## config.mk

```make
export PLATFORM = sky130hd
export DESIGN_NAME = px_block_row_gather
export DESIGN_NICKNAME = d
export VERILOG_FILES = /design/src/rtl/jpeg_enc_pkg.sv /design/src/rtl/px_row_skid.sv /design/src/rtl/px_block_row_gather.sv
export SDC_FILE = /design/constraint.sdc
export NUM_CORES = 1
export LEC_CHECK = 0
export CORE_AREA = 2 2 163 165
export CTS_CLUSTER_DIAMETER = 80
export DETAILED_ROUTE_END_ITERATION = 10
export DIE_AREA = 0 0 165 167
export HOLD_SLACK_MARGIN = 0.05
export SYNTH_ARGS = -nofsm -noshare
export SYNTH_HDL_FRONTEND = slang
export SYNTH_HIERARCHICAL = 1
export SYNTH_SLANG_ARGS = --single-unit
```

## constraint.sdc

```tcl
create_clock -name clk_i -period 2.9 [get_ports clk_i]
set_input_delay 0.435 -clock clk_i [delete_from_list [all_inputs] [get_ports clk_i]]
set_output_delay 0.435 -clock clk_i [all_outputs]
set_load 0.1 [all_outputs]
```

## src/rtl/jpeg_enc_pkg.sv

```systemverilog
// Shared definitions for the JPEG encoder front end: level shift,
// counter-width helper and the default row-word type.
package jpeg_enc_pkg;

  localparam int DEF_PX_WIDTH = 8;
  localparam int DEF_BLK_N    = 8;

  function automatic int cnt_w(input int n);
    return (n <= 2) ? 1 : $clog2(n);
  endfunction

  localparam int CNT_W = cnt_w(DEF_BLK_N);

  typedef logic [DEF_BLK_N-1:0][DEF_PX_WIDTH-1:0] px_row_t;

  // Subtracting 2**(w-1) modulo 2**w is the same as inverting the pixel MSB.
  function automatic logic [15:0] level_shift(input logic [15:0] px, input int px_width,
                                              input bit shift_en);
    logic [15:0] w_msb;
    w_msb = 16'(1) << (px_width - 1);
    return shift_en ? (px ^ w_msb) : px;
  endfunction

endpackage

```

## src/rtl/px_row_skid.sv

```systemverilog
// Output register with a one-deep hold slot; full_o stalls the producer
// until the held word moves into the output register.
module px_row_skid #(
  parameter int W = 8
) (
  input  logic         clk_i,
  input  logic         rst_i,
  input  logic         in_valid_i,
  input  logic [W-1:0] in_data_i,
  output logic         full_o,
  output logic         out_valid_o,
  input  logic         out_ready_i,
  output logic [W-1:0] out_data_o
);

  logic         r_full;
  logic         r_out_valid;
  logic [W-1:0] r_hold;
  logic [W-1:0] r_out;
  logic         w_out_free;

  assign w_out_free = !r_out_valid || out_ready_i;

  // in_valid_i never arrives while r_full, because the producer is stalled.
  always_ff @(posedge clk_i) begin
    if (rst_i) begin
      r_full      <= 1'b0;
      r_out_valid <= 1'b0;
      r_hold      <= '0;
      r_out       <= '0;
    end else if (w_out_free) begin
      if (r_full) begin
        r_out       <= r_hold;
        r_out_valid <= 1'b1;
        r_full      <= 1'b0;
      end else if (in_valid_i) begin
        r_out       <= in_data_i;
        r_out_valid <= 1'b1;
      end else begin
        r_out       <= '0;
        r_out_valid <= 1'b0;
      end
    end else if (in_valid_i) begin
      r_hold <= in_data_i;
      r_full <= 1'b1;
    end
  end

  assign full_o      = r_full;
  assign out_valid_o = r_out_valid;
  assign out_data_o  = r_out;

endmodule

```

## src/rtl/px_block_row_gather.sv

```systemverilog
// Gathers BLK_N pixels from each of BLK_N line streams in rotation and
// emits one level-shifted row word per gather to the row DCT stage.
module px_block_row_gather
  import jpeg_enc_pkg::*;
#(
  parameter int PX_WIDTH = 8,
  parameter int BLK_N    = 8,
  parameter int SHIFT_EN = 1,
  parameter int SER_W    = ((PX_WIDTH + 7) / 8) * 8
) (
  input  logic                       clk_i,
  input  logic                       rst_i,
  input  logic [BLK_N*SER_W-1:0]     ser_tdata_i,
  input  logic [BLK_N-1:0]           ser_tvalid_i,
  output logic [BLK_N-1:0]           ser_tready_o,
  input  logic [BLK_N-1:0]           ser_tlast_i,
  input  logic [BLK_N-1:0]           ser_tuser_i,
  output logic [BLK_N*PX_WIDTH-1:0]  par_tdata_o,
  output logic                       par_tvalid_o,
  input  logic                       par_tready_i,
  output logic                       par_tlast_o,
  output logic                       par_tuser_o,
  output logic [$clog2(BLK_N)-1:0]   par_row_o,
  output logic                       align_err_o
);

  localparam int LN_W  = cnt_w(BLK_N);
  localparam int ROW_W = BLK_N * PX_WIDTH;
  localparam int PAY_W = ROW_W + 2 + LN_W;

  logic [LN_W-1:0]     r_px_cnt;
  logic [LN_W-1:0]     r_ln_cnt;
  // The final pixel of a row bypasses storage straight into the row word.
  logic [PX_WIDTH-1:0] r_gather [BLK_N-1];
  logic                r_g_last;
  logic                r_g_user;
  logic                r_align_err;

  logic                w_full;
  logic                w_acc;
  logic                w_last_px;
  logic                w_complete;
  logic                w_sel_last;
  logic                w_sel_user;
  logic [PX_WIDTH-1:0] w_sel_px;
  logic [PX_WIDTH-1:0] w_px;
  logic [ROW_W-1:0]    w_row;
  logic [PAY_W-1:0]    w_pay_in;
  logic [PAY_W-1:0]    w_pay_out;

  assign w_sel_px   = ser_tdata_i[r_ln_cnt*SER_W +: PX_WIDTH];
  assign w_sel_last = ser_tlast_i[r_ln_cnt];
  assign w_sel_user = ser_tuser_i[r_ln_cnt];
  assign w_px       = PX_WIDTH'(level_shift(16'(w_sel_px), PX_WIDTH, SHIFT_EN != 0));
  assign w_acc      = ser_tvalid_i[r_ln_cnt] && !w_full;
  assign w_last_px  = (r_px_cnt == LN_W'(BLK_N - 1));
  assign w_complete = w_acc && w_last_px;

  for (genvar gi = 0; gi < BLK_N; gi++) begin : g_lane
    assign ser_tready_o[gi] = (r_ln_cnt == LN_W'(gi)) && !w_full;
    if (gi == BLK_N - 1) begin : g_tail
      assign w_row[gi*PX_WIDTH +: PX_WIDTH] = w_px;
    end else begin : g_body
      assign w_row[gi*PX_WIDTH +: PX_WIDTH] = r_gather[gi];
    end
  end

  assign w_pay_in = {r_ln_cnt, r_g_user | w_sel_user, r_g_last | w_sel_last, w_row};

  always_ff @(posedge clk_i) begin
    if (rst_i) begin
      r_px_cnt    <= '0;
      r_ln_cnt    <= '0;
      r_g_last    <= 1'b0;
      r_g_user    <= 1'b0;
      r_align_err <= 1'b0;
      for (int i = 0; i < BLK_N - 1; i++) r_gather[i] <= '0;
    end else if (w_acc) begin
      r_px_cnt <= r_px_cnt + LN_W'(1);
      if (w_last_px) begin
        r_ln_cnt <= r_ln_cnt + LN_W'(1);
        r_g_last <= 1'b0;
        r_g_user <= 1'b0;
      end else begin
        r_gather[r_px_cnt] <= w_px;
        r_g_last           <= r_g_last | w_sel_last;
        r_g_user           <= r_g_user | w_sel_user;
      end
      if ((w_sel_last && !w_last_px) ||
          (w_sel_user && (r_ln_cnt != '0 || r_px_cnt != '0)))
        r_align_err <= 1'b1;
    end
  end

  px_row_skid #(
    .W(PAY_W)
  ) u_skid (
    .clk_i       (clk_i),
    .rst_i       (rst_i),
    .in_valid_i  (w_complete),
    .in_data_i   (w_pay_in),
    .full_o      (w_full),
    .out_valid_o (par_tvalid_o),
    .out_ready_i (par_tready_i),
    .out_data_o  (w_pay_out)
  );

  assign {par_row_o, par_tuser_o, par_tlast_o, par_tdata_o} = w_pay_out;
  assign align_err_o = r_align_err;

endmodule
```

==> results of run 1 <==
==> layout make-up <==
type	count	area, µm²	area share, %
Multi-Input combinational cell	662	5070	39.3
Sequential cell	205	4590	35.6
Timing Repair Buffer	206	1930	15.0
Clock buffer	34	709	5.50
Tap cell	335	419	3.25
Clock inverter	8	119	0.922
Inverter	16	60.1	0.466
==> power by group through the flow <==
stage / clock, mW / combinational, mW / sequential, mW
after global placement: 0 / 0.419 / 3.05
after detailed placement: 0 / 0.424 / 3.05
after CTS: 3.20 / 0.425 / 2.99
final: 3.13 / 0.421 / 2.99
after global routing: 3.32 / 0.453 / 2.99
after floorplan: 0 / 0.203 / 3.06
==> metal layers <==
| layer | global-route usage [%] | part of all wire [%] | wire length [µm] | vias up |
|---|---|---|---|---|
| met3 | 3.14 | 5.2 | 1400 | 32 |
| met4 | 5.60 | 2.2 | 597 | 0 |
| met2 | 32.5 | 47 | 12800 | 214 |
| met1 | 25.8 | 45 | 12200 | 3775 |
| li1 | - | - | - | 3809 |
| met5 | 0 | 0 | 0 | - |
==> cell families after synthesis <==
group | synth area share [%]
AO/OA/AOI/OAI | 8.98
adder cells (fa/ha/maj) | 1.11
buffers and inverters | 5.38
flip-flops | 45.0
multiplexers | 12.7
AND/OR/NAND/NOR | 26.8
==> cells in the final DEF (no fill, tap or decap), drive strengths merged, types with 2 or more instances in the layout <==
| master | count |
|---|---|
| mux2i | 79 |
| clkbuf | 34 |
| edfxtp | 48 |
| a221oi | 2 |
| nand4 | 4 |
| nand3 | 5 |
| o21ai | 5 |
| o31ai | 2 |
| dfxtp | 157 |
| a211oi | 9 |
| clkdlybuf4s50 | 88 |
| nor3 | 20 |
| mux4 | 20 |
| inv | 16 |
| a21oi | 5 |
| and2 | 8 |
| a311oi | 69 |
| ha | 9 |
| nor2 | 31 |
| mux2 | 3 |
| nor3b | 69 |
| nand3b | 70 |
| nor4 | 8 |
| bufinv | 3 |
| nor2b | 3 |
| or2 | 2 |
| clkinv | 4 |
| buf | 118 |
| and3 | 2 |
| nand2b | 140 |
| a31oi | 8 |
| nand2 | 78 |
==> registers in the layout, summed over array words and instances (netlist names) <==
name	cells
align_err_o	1
u_skid/r_hold	69
u_skid/out_valid_o	1
r_ln_cnt	3
r_px_cnt	3
r_g_user	1
u_skid/out_data_o	69
r_g_last	1
u_skid/full_o	1
r_gather	56
==> synthesized netlist by cell type (9+ instances only) <==
cell and count:
nor3_1 19, edfxtp_1 48, nor2_1 31, nand2_1 78, mux4_2 20, a311oi_1 69
buf_4 9, buf_2 12, mux2i_1 73, clkbuf_1 66, nor3b_1 69, inv_1 15
buf_6 10, nand3b_1 70, dfxtp_1 157, ha_1 9, nand2b_1 140
==> how the worst max path moves through the flow <==
stage / from / to / slack, ns / cells past startpoint
6_report: r_ln_cnt[2] / ser_tready_o[3] / 0.27 / 5
5_1_grt: r_ln_cnt[2] / ser_tready_o[3] / 0.13 / 5
2_1_floorplan: r_ln_cnt[2] / ser_tready_o[3] / 0.13 / 5
3_5_place_dp: ser_tvalid_i[6] / r_gather[0][1] / 0.13 / 6
3_3_place_gp: ser_tvalid_i[0] / r_gather[0][3] / 0.20 / 6
4_1_cts: r_ln_cnt[2] / ser_tready_o[3] / 0.22 / 5
==> through the flow <==
step | std cells | instance area (µm²) | util (%)
floorplan | 980 | 10200 | -
global placement | 1424 | 12100 | 46.8
detailed placement | 1424 | 12100 | 46.8
CTS | 1466 | 12900 | 50.1
global route | 1466 | 12900 | 50.1
finish | 1466 | 12900 | 50.1
==> worst max-delay path, stage by stage (launching register included) <==
cell,delay [ns]
dfxtp_1,0.35
buf_4,0.20
inv_1,0.47
ha_1,0.25
nor2b_1,0.21
buf_12,0.21
==> results.py, run 1 <==
metrics = {
    "drt": {
        "drc": 0,
        "drtAntennaViolNets": 0,
        "first_pass_iters": 5,
        "drt_wl_total_um": 27100,
        "drt_iter0_markers": 627,
        "via_count": 7830,
        "viasPerCell": 5.34,
        "wire_per_inst_um": 18.5,
    },
    "min_path": {
        "hold_class": "input pin to flop",
        "hold_end": "u_skid/out_data_o[1]",
        "holdPathStages": 2,
        "min_from": "rst_i",
    },
    "place": {
        "dp_slack_ns": 0.128,
        "detailedPlacementHpwl_um": 16800,
        "place_congestion": 0.821,
        "numPortBuffers": 169,
    },
    "clock_network": {
        "numCtsBuffers": 23,
        "hold_buffers": 0,
        "cts_resized": 0,
        "clk_pin_slew_ns": 0.06,
        "clockBufferDepth": 3,
        "root_buffer": "clkbuf_16",
        "tritoncts": "yes",
        "worstSkewPairLatency_ns": 0.52,
        "h-tree-depth": 1,
        "cts.sink_count": 205,
        "post-cts-setup-buffers": 0,
    },
    "synth": {
        "netlist_area_um2": 10200,
        "syn_area_per_cell_um2": 10.4,
        "ys.flop_type": "dfxtp_1",
        "ys_seq_area_share_pct": 45.0,
        "yosys_register_bits": 205,
        "synth.distinct_cells": 49,
        "postSynthCellCount": 980,
        "syn-num-nets": 1080,
        "synth_area_leaders": "dfxtp_1 (31%), edfxtp_1 (14%), nand2b_1 (8.6%)",
        "synth_top_cell_by_area": "dfxtp_1",
        "synth-edff-count": 48,
        "synthArstFlopShare_pct": 0,
        "yosysWarnings": 6,
        "yosysTopAreaCellShare_pct": 30.9,
    },
    "timing": {
        "hold_viol": 0,
        "finalCritPeriodShare_pct": 90.8,
        "fmax_mhz": 380,
        "tightestPinTransition_ns": 0.739,
        "rsz0062_at_grt": "no",
        "clock_skew_ns": 0.0240,
        "layout_setup_ws_ns": 0.266,
        "setup_viol": 0,
        "period_minus_slack_ns": 2.63,
        "tns_ns": 0,
        "hold_slack_ns": 0.312,
        "finalMaxSlewViolations": 0,
        "slew_headroom_pct": 50.8,
    },
    "die": {
        "num_io_pins": 170,
        "core-area_um2": 25800,
        "num_rows": 59,
        "die_h_um": 167,
        "initial_core_util_pct": 39.5,
        "dieWidth_um": 165,
        "die-area_um2": 27600,
    },
    "global_route": {
        "grt_pass1_wl_um": 42800,
        "grt_pass1_vias": 7858,
        "gr-total-overflow": 0,
        "grt_use_total_pct": 19.4,
        "antenna_found_initial": 0,
        "grt_max_degree": 195,
    },
    "setup_path": {
        "worst-path-max-fanout": 11,
        "worstPathArrival_ns": 2.20,
        "regToRegSetupSlack_ns": 0.46,
        "reg2reg_to": "r_gather[0][3]",
        "startpoint_type": "flop",
        "r2r-start": "r_ln_cnt[0]",
        "required_ns": 2.47,
        "ff2ff_path_depth": 4,
        "critical_path_class": "flop to primary output",
        "cp-end-kind": "primary output",
    },
    "power_and_ir_drop": {
        "switching_power_mw": 1.41,
        "power_leakage_nw": 4.30,
        "ir_drop_v": 0.000376,
        "total_power_mw": 6.54,
        "p_clk_share_pct": 47.9,
        "switching_share_pct": 21.5,
        "power_frac_seq_pct": 45.7,
        "combPwrFrac_pct": 6.4,
        "p_per_area_nw_per_um2": 507,
        "p_int_mw": 5.14,
    },
    "layout": {
        "antenna_cells": 0,
        "final_net_count": 1214,
        "fill_cells": 2396,
        "drive_gt1_share_pct": 17.9,
        "area_growth_pct": 26.6,
    },
    "run": {
        "maxCapViolCount": 0,
    },
    "run_status": {
        "outcome": "finished, final reports clean",
    },
}
(Power assumes the default switching activity.)
==> run 2: changes to the inputs <==
==> constraint.sdc (replaced) <==
create_clock -name clk_i -period 2.1 [get_ports clk_i]
set_input_delay 0.315 -clock clk_i [delete_from_list [all_inputs] [get_ports clk_i]]
set_output_delay 0.315 -clock clk_i [all_outputs]
set_load 0.1 [all_outputs]
==> results.py, run 2 (synthesis gave the netlist of run 1 again) <==
metrics = {
    "run_status": {
        "outcome": "finished with violations",
        "violations": "setup timing",
    },
    "global_route": {
        "grt_pass1_vias": 7969,
        "gr-total-overflow": 0,
        "antenna_found_initial": 0,
        "grt_pass1_wl_um": 44200,
        "grt_max_degree": 154,
        "grt_use_total_pct": 20.2,
    },
    "setup_path": {
        "reg2reg_to": "u_skid/r_hold[35]",
        "worst-path-max-fanout": 8,
        "critical_path_class": "flop to flop",
        "startpoint_type": "flop",
        "cp-endpoint": "u_skid/r_hold[35]",
        "cp-startpoint": "r_ln_cnt[1]",
        "required_ns": 2.53,
        "worstPathArrival_ns": 2.54,
        "cp-end-kind": "flop",
        "ff2ff_path_depth": 7,
        "r2r-start": "r_ln_cnt[1]",
        "regToRegSetupSlack_ns": -0.01,
    },
    "place": {
        "place_congestion": 0.826,
        "numPortBuffers": 169,
        "detailedPlacementHpwl_um": 17200,
        "dp_slack_ns": -0.404,
        "placed_cell_area_um2": 12500,
    },
    "layout": {
        "area_growth_pct": 32.7,
        "final_cell_mix": "dfxtp_1 (153), nand2b_1 (139), buf_4 (120)",
        "utilization_pct": 52.5,
        "antenna_cells": 0,
        "drive_gt1_share_pct": 22.3,
        "stdcell_area_um2": 13500,
        "final_common_cell": "dfxtp_1",
        "fill_cells": 2315,
        "final_net_count": 1257,
    },
    "timing": {
        "layout_setup_ws_ns": -0.0139,
        "slew_headroom_pct": 59.8,
        "finalMaxSlewViolations": 0,
        "tightestPinTransition_ns": 0.603,
        "finalCritPeriodShare_pct": 101,
        "clock_skew_ns": 0.00808,
        "hold_viol": 0,
        "hold_slack_ns": 0.462,
        "rsz0062_at_grt": "yes",
        "period_minus_slack_ns": 2.11,
        "setup_viol": 8,
        "tns_ns": -0.0577,
        "fmax_mhz": 473,
    },
    "clock_network": {
        "h-tree-depth": 1,
        "numCtsBuffers": 23,
        "clk_pin_slew_ns": 0.06,
        "clockBufferDepth": 3,
        "tritoncts": "yes",
        "cts.sink_count": 205,
        "root_buffer": "clkbuf_16",
        "worstSkewPairLatency_ns": 0.50,
    },
    "drt": {
        "viasPerCell": 5.36,
        "via_count": 8087,
        "drt_iter0_markers": 499,
        "drt_wl_total_um": 28400,
        "first_pass_iters": 5,
        "drtAntennaViolNets": 0,
        "drc": 0,
        "wire_per_inst_um": 18.8,
    },
    "die": {
        "dieWidth_um": 165,
        "num_rows": 59,
        "initial_core_util_pct": 39.5,
        "core-area_um2": 25800,
        "num_io_pins": 170,
        "die-area_um2": 27600,
        "die_h_um": 167,
    },
    "power_and_ir_drop": {
        "ir_drop_v": 0.000458,
        "power_leakage_nw": 4.56,
        "p_per_area_nw_per_um2": 628,
    },
    "run": {
        "maxCapViolCount": 0,
    },
    "min_path": {
        "hold_class": "flop to flop",
    },
}
run 2: cell types whose count changed in the layout (fill, tap and decap cells not counted), sizes merged:
cell and delta:
buf +39, bufbuf +2, bufinv -2, clkbuf -2, clkinv +5, dlygate4sd3 +1, inv -1
run 2: per-layer routing:
metal	track usage, %	up-vias	wire length [µm]
met1	26.4	3910	12300
met4	5.52	0	515
met2	34.3	244	13900
met5	0	-	0
met3	3.31	28	1650
li1	-	3905	-
run 2: final cells by class:
cell class	instances	area (µm²)	area share, %
Clock inverter	10	70.1	0.518
Timing Repair Buffer	249	2560	18.9
Inverter	16	63.8	0.472
Sequential cell	205	4600	34.0
Tap cell	335	419	3.10
Clock buffer	31	616	4.55
Multi-Input combinational cell	662	5190	38.4
run 2: worst max-delay path, cell delays in order (launching register included):
cell and delay, ns:
dfxtp_4 0.38, mux2i_4 0.20, a221o_1 0.38, nor3_4 0.26, and3b_4 0.34, buf_6 0.14, clkbuf_16 0.16, mux2i_1 0.18
run 2: what timing repair did:
| action | 4_1_cts | 5_1_grt |
|---|---|---|
| cloned | 2 | 1 |
| pin swaps | 1 | 2 |
| hold buffers | 1 | 0 |
| endpoints found under the setup margin | 78 | 164 |
| endpoints found under the hold margin | 1 | 0 |
| buffers inserted | 3 | 4 |
| resized for setup | 15 | 23 |
run 2: where the power goes:
part / internal [mW] / switching, mW
clock network: 2.17 / 1.55
logic: 0.339 / 0.310
registers: 4.09 / 0.0352
total: 6.60 / 1.89
run 2: worst min-delay path by stage:
| stage | start | endpoint | slack, ns | cells after the start |
|---|---|---|---|---|
| 2_1_floorplan | r_g_user | r_g_user | 0.44 | 2 |
| 3_3_place_gp | r_g_user | r_g_user | 0.45 | 2 |
| 3_5_place_dp | align_err_o | align_err_o | 0.45 | 2 |
| 4_1_cts | r_g_user | r_g_user | 0.47 | 2 |
| 5_1_grt | r_g_user | r_g_user | 0.48 | 2 |
| 6_report | r_g_user | r_g_user | 0.46 | 2 |
run 2: through the flow:
stage	std cells	total power [mW]
2_1_floorplan	980	4.50
3_3_place_gp	1456	4.85
3_5_place_dp	1456	4.85
4_1_cts	1503	8.58
5_1_grt	1508	8.80
6_report	1508	8.49
